### src/rtl/key_voice_allocator.sv
// Key-to-voice allocator: turns key bitmap changes into press/release events,
// one per cycle, lowest key first, and maps presses onto voices with oldest-voice stealing.
module key_voice_allocator #(
   parameter int NUM_KEYS   = 32,
   parameter int NUM_VOICES = 4,
   parameter int KEY_W      = 5,
   parameter int VOICE_W    = 2
) (
   input  logic                        i_clk,
   input  logic                        i_rst,
   input  logic [NUM_KEYS-1:0]         i_key,
   output logic [NUM_VOICES*KEY_W-1:0] o_voice_key,
   output logic [NUM_VOICES-1:0]       o_voice_gate,
   output logic                        o_evt_valid,
   output logic                        o_evt_press,
   output logic [KEY_W-1:0]            o_evt_key,
   output logic [VOICE_W-1:0]          o_evt_voice,
   output logic                        o_evt_steal,
   output logic                        o_evt_hit,
   output logic                        o_busy
);

   localparam logic [VOICE_W-1:0] AGE_MAX = VOICE_W'(NUM_VOICES - 1);

   logic [NUM_KEYS-1:0]   key_r;
   logic [NUM_KEYS-1:0]   seen_r;
   logic [KEY_W-1:0]      voice_key_r [NUM_VOICES];
   logic [NUM_VOICES-1:0] gate_r;
   logic [VOICE_W-1:0]    age_r       [NUM_VOICES];

   logic [NUM_KEYS-1:0]   diff;
   logic                  evt_pending;
   logic [KEY_W-1:0]      sel_key;
   logic                  is_press;
   logic                  free_found;
   logic [VOICE_W-1:0]    free_voice;
   logic                  oldest_found;
   logic [VOICE_W-1:0]    oldest_voice;
   logic [VOICE_W-1:0]    oldest_age;
   logic                  hit_found;
   logic [VOICE_W-1:0]    hit_voice;
   logic [VOICE_W-1:0]    target_voice;
   logic                  steal;

   assign diff        = key_r ^ seen_r;
   assign evt_pending = |diff;
   assign o_busy      = evt_pending;

   // NOTE: every always_comb output gets a default first so no path can infer a latch.
   always_comb begin
      sel_key = '0;
      for (int i = NUM_KEYS - 1; i >= 0; i--) begin
         if (diff[i]) sel_key = KEY_W'(i);
      end
   end

   assign is_press = key_r[sel_key];

   // Lowest-index free voice: scan downward so the last hit is the lowest index.
   always_comb begin
      free_found = 1'b0;
      free_voice = '0;
      for (int v = NUM_VOICES - 1; v >= 0; v--) begin
         if (!gate_r[v]) begin
            free_found = 1'b1;
            free_voice = VOICE_W'(v);
         end
      end
   end

   // Oldest gated voice; a tie (should never occur) resolves to the lowest index.
   always_comb begin
      oldest_found = 1'b0;
      oldest_voice = '0;
      oldest_age   = '0;
      for (int v = 0; v < NUM_VOICES; v++) begin
         if (gate_r[v] && (!oldest_found || age_r[v] > oldest_age)) begin
            oldest_found = 1'b1;
            oldest_voice = VOICE_W'(v);
            oldest_age   = age_r[v];
         end
      end
   end

   always_comb begin
      hit_found = 1'b0;
      hit_voice = '0;
      for (int v = 0; v < NUM_VOICES; v++) begin
         if (gate_r[v] && voice_key_r[v] == sel_key) begin
            hit_found = 1'b1;
            hit_voice = VOICE_W'(v);
         end
      end
   end

   assign steal        = !free_found;
   assign target_voice = free_found ? free_voice : oldest_voice;

   // NOTE: sequential state uses non-blocking assignments so every register sees pre-edge values.
   always_ff @(posedge i_clk) begin
      if (i_rst) begin
         key_r       <= '0;
         seen_r      <= '0;
         gate_r      <= '0;
         o_evt_valid <= 1'b0;
         o_evt_press <= 1'b0;
         o_evt_key   <= '0;
         o_evt_voice <= '0;
         o_evt_steal <= 1'b0;
         o_evt_hit   <= 1'b0;
         // NOTE: the voice tables are a handful of flops feeding the tone generators, so they are reset too.
         for (int v = 0; v < NUM_VOICES; v++) begin
            voice_key_r[v] <= '0;
            age_r[v]       <= '0;
         end
      end else begin
         key_r       <= i_key;
         o_evt_valid <= 1'b0;
         o_evt_press <= 1'b0;
         o_evt_key   <= '0;
         o_evt_voice <= '0;
         o_evt_steal <= 1'b0;
         o_evt_hit   <= 1'b0;

         if (evt_pending) begin
            seen_r[sel_key] <= key_r[sel_key];
            o_evt_valid     <= 1'b1;
            o_evt_press     <= is_press;
            o_evt_key       <= sel_key;

            if (is_press) begin
               o_evt_voice <= target_voice;
               o_evt_steal <= steal;
               for (int v = 0; v < NUM_VOICES; v++) begin
                  if (VOICE_W'(v) == target_voice) begin
                     voice_key_r[v] <= sel_key;
                     gate_r[v]      <= 1'b1;
                     age_r[v]       <= '0;
                  end else if (gate_r[v] && age_r[v] != AGE_MAX) begin
                     age_r[v] <= age_r[v] + 1'b1;
                  end
               end
            end else if (hit_found) begin
               // Key and age stay put so the release tail keeps its pitch.
               gate_r[hit_voice] <= 1'b0;
               o_evt_voice       <= hit_voice;
               o_evt_hit         <= 1'b1;
            end
         end
      end
   end

   always_comb begin
      o_voice_key = '0;
      for (int v = 0; v < NUM_VOICES; v++) begin
         o_voice_key[v*KEY_W +: KEY_W] = voice_key_r[v];
      end
   end

   assign o_voice_gate = gate_r;

endmodule

### config.mk
export PLATFORM = sky130hd
export DESIGN_NAME = key_voice_allocator
export DESIGN_NICKNAME = d
export VERILOG_FILES = /design/src/rtl/key_voice_allocator.sv
export SDC_FILE = /design/constraint.sdc
export NUM_CORES = 1
export LEC_CHECK = 0
export CAP_MARGIN = 20
export CORE_MARGIN = 2
export CORE_UTILIZATION = 60
export DETAILED_ROUTE_END_ITERATION = 6
export GPL_TIMING_DRIVEN = 0
export PLACE_DENSITY_LB_ADDON = 0.1
export SYNTH_ARGS = -nofsm -noshare
export SYNTH_HDL_FRONTEND = slang
export SYNTH_SLANG_ARGS = --single-unit
export TNS_END_PERCENT = 5
### constraint.sdc
create_clock -name i_clk -period 11.4 [get_ports i_clk]
set_input_delay 3.42 -clock i_clk [delete_from_list [all_inputs] [get_ports i_clk]]
set_output_delay 3.42 -clock i_clk [all_outputs]
set_load 0.03 [all_outputs]
==> impl_metrics.ini <==
[run_status]
status = finished, final reports clean

[timing]
rsz0062_at_grt = false
finalSetupViolCount = 0
fin_ws_ns = 4.62
period_share = 0.595
period_minus_slack_ns = 6.78
finalSetupTns_ns = 0
worstMarginPinSlew_ns = 0.906
hold_viol = 0
max_freq_mhz = 147
hold_slack_ns = 0.477
drv_slew = 0
clock_skew_ns = 0.0136
slew_headroom = 0.394

[floorplanning]
die_area_um2 = 10600
core_um2 = 9640
ios = 70
die_h_um = 103
num_rows = 36
start_util = 0.609
fp.dieW_um = 103

[clocking]
cts_inserted_buffers = 9
cts_resized = 0
cts_tree = built
htree_levels = 3
root_buffer = clkbuf_8
ctsHoldBuffers = 0
cts_setup_buffers = 0
clock_sinks = 107
path_clk_slew_ns = 0.11
cts_buffer_depth = 2
clk_latency_ns = 0.41

[finish]
drive_gt1_frac = 0.0812
fillCellCount = 793
syn_to_final_growth_pct = 17.9
nNetsFinal = 778
finalInstanceArea_um2 = 6920
fin_util = 0.718
stdcell_count = 872
diodes = 0

[synthesis]
synth-simple-area-share = 0.263
synthArstFlopShare = 0
synth.net_count = 698
ys.flop_type = dfxtp_1
synth_area_um2 = 5870
ys_seq_area_frac = 0.413
synth-seq-cells = 107
ys_types = 72
synth_cells = 654
synthMuxAreaShare = 0.0230
synth_xor_area_frac = 0.0923
avgSynthCellArea_um2 = 8.98
ys_warn_count = 0
synth_top_family_by_area = simple AND/OR/NAND/NOR gates
synthAdderAreaFrac = 0.0213
synth-edff-count = 28
synth_compound_area_frac = 0.154

[setup_path]
crit_buf_inv = 1
crit_type = flip-flop to output pin
arrival_ns = 3.36
slowest_delay_ns = 0.70
critPathTopFamily = simple AND/OR/NAND/NOR gates
cp_cell_sequence = xnor2_1 -> or4b_4 -> nor4_1 -> nand2_1 -> clkdlybuf4s50_1
cp.required_ns = 7.98
cp_max_fo = 9
crit_slowest_cell = clkdlybuf4s50_1
endpoint_kind = output pin
cp-start-kind = flip-flop

[global_routing]
grt_max_degree = 21
grt_pass1_vias = 5218
globalRouteOverflowTotal = 0
grt_util_all_layers = 0.344
grt_first_pass_wirelength_um = 26800
antenna_found_initial = 0

[placement]
gp_congestion = 0.976
pre_cts_ws_ns = 5.15
post-place-cells = 856
postPlaceCellArea_um2 = 6730
dp_hpwl_um = 13500
io_buffers = 69

[power]
ir_drop_v = 0.000173
total_leakage_power_nw = 2.56
power_density_nw_per_um2 = 178
power.total_mw = 1.23

[job]
cap_violations = 0

[detailed_routing]
wl_per_cell_um = 20.7
detail-route-antenna-nets = 0
routed_wl_um = 18100
post_drt_via_cell_ratio = 6.30
vias = 5494
drc = 0
first_pass_iters = 5
drtIter0Drc = 452

[worst_hold_path]
hp-class = flip-flop to flip-flop
[cell type report]
cell class	count	area, µm²	share of cell area
multi-input combinational	505	3250	0.470
sequential	107	2420	0.350
timing repair buffer	69	691	0.0998
tap	133	166	0.0240
buffer	27	139	0.0201
clock buffer	9	124	0.0179
clock inverter	7	71.3	0.0103
inverter	15	56.3	0.00813
[routing by layer]
layer,routed length [µm],GRT usage,share of wire
met3,1760,0.0875,0.098
met5,0,0,0
met4,983,0.209,0.054
met2,8490,0.564,0.47
met1,6830,0.405,0.38
[worst min-delay path, stage by stage (launching register included)]
cell     delay [ns]
dfxtp_1        0.34
nand2_1        0.06
a21oi_1        0.05
[flip-flops by register name, indices dropped and copies added, names as in the netlist]
register      count
o_evt_press       1
age_r             8
o_evt_valid       1
o_voice_gate      4
o_evt_voice       2
o_evt_hit         1
key_r            32
o_evt_key         5
voice_key_r      20
o_evt_steal       1
seen_r           32
[path summary, 6_finish.rpt]
kind                                 from                               to  slack (ns)  depth (start not counted)
max               seen_r[20]$_SDFFE_PP0P_                           o_busy        4.62                          5
max reg2reg  o_voice_gate[0]$_SDFFE_PP0P_  voice_key_r[1][4]$_SDFFCE_PN0P_        5.59                         22
min               seen_r[28]$_SDFFE_PP0P_          seen_r[28]$_SDFFE_PP0P_        0.48                          2
min reg2reg       seen_r[28]$_SDFFE_PP0P_          seen_r[28]$_SDFFE_PP0P_        0.48                          2
[cell families (layout without fill, tap and decap cells)]
| family | after synthesis | count (layout) |
|---|---|---|
| AO/OA/AOI/OAI | 134 | 134 |
| XOR/XNOR | 61 | 61 |
| adder cells (fa/ha/maj) | 10 | 10 |
| buffers and inverters | 42 | 127 |
| flip-flops | 107 | 107 |
| multiplexers | 13 | 13 |
| AND/OR/NAND/NOR | 287 | 287 |
[cell usage after synthesis (all sizes together), types with 12 or more instances]
cell type / number / area [µm²]
edfxtp: 28 / 841
nor2b: 36 / 225
o21ai: 32 / 168
nand2: 75 / 292
buf: 12 / 82.6
clkbuf: 15 / 56.3
nor3: 19 / 135
xnor2: 35 / 307
nor2: 63 / 239
dfxtp: 79 / 1580
xor2: 26 / 235
a21oi: 39 / 203
nand3: 29 / 145
inv: 15 / 56.3
[report_power, final]
part / total [mW] / internal [mW] / leakage (nW) / switching (mW)
Combinational: 0.535 / 0.177 / 1.53 / 0.357
Clock: 0.234 / 0.0854 / 0.0926 / 0.149
Sequential: 0.464 / 0.432 / 0.941 / 0.0320
[cell usage in the layout, fill, tap and decap left out, drive strengths merged, types with 3 or more instances in the layout]
cell type       n
clkdlybuf4s50  69
nand2          75
o21ai          32
nor3           19
o31ai           4
nor4b           6
a21oi          39
a21boi          3
xor2           26
a211oi          8
nand2b          9
a21o            9
nand3b          3
clkbuf         24
ha             10
and3            3
nor2b          36
nand4          10
mux2i           9
o211ai          8
xnor2          35
mux2            4
a31oi           6
nor2           63
or4             4
and4            3
or3             4
o32ai           4
and2            8
nand3          29
edfxtp         28
dfxtp          79
inv            18
buf            12
nor4           10
No activity file was read; power rests on OpenSTA's default activity.
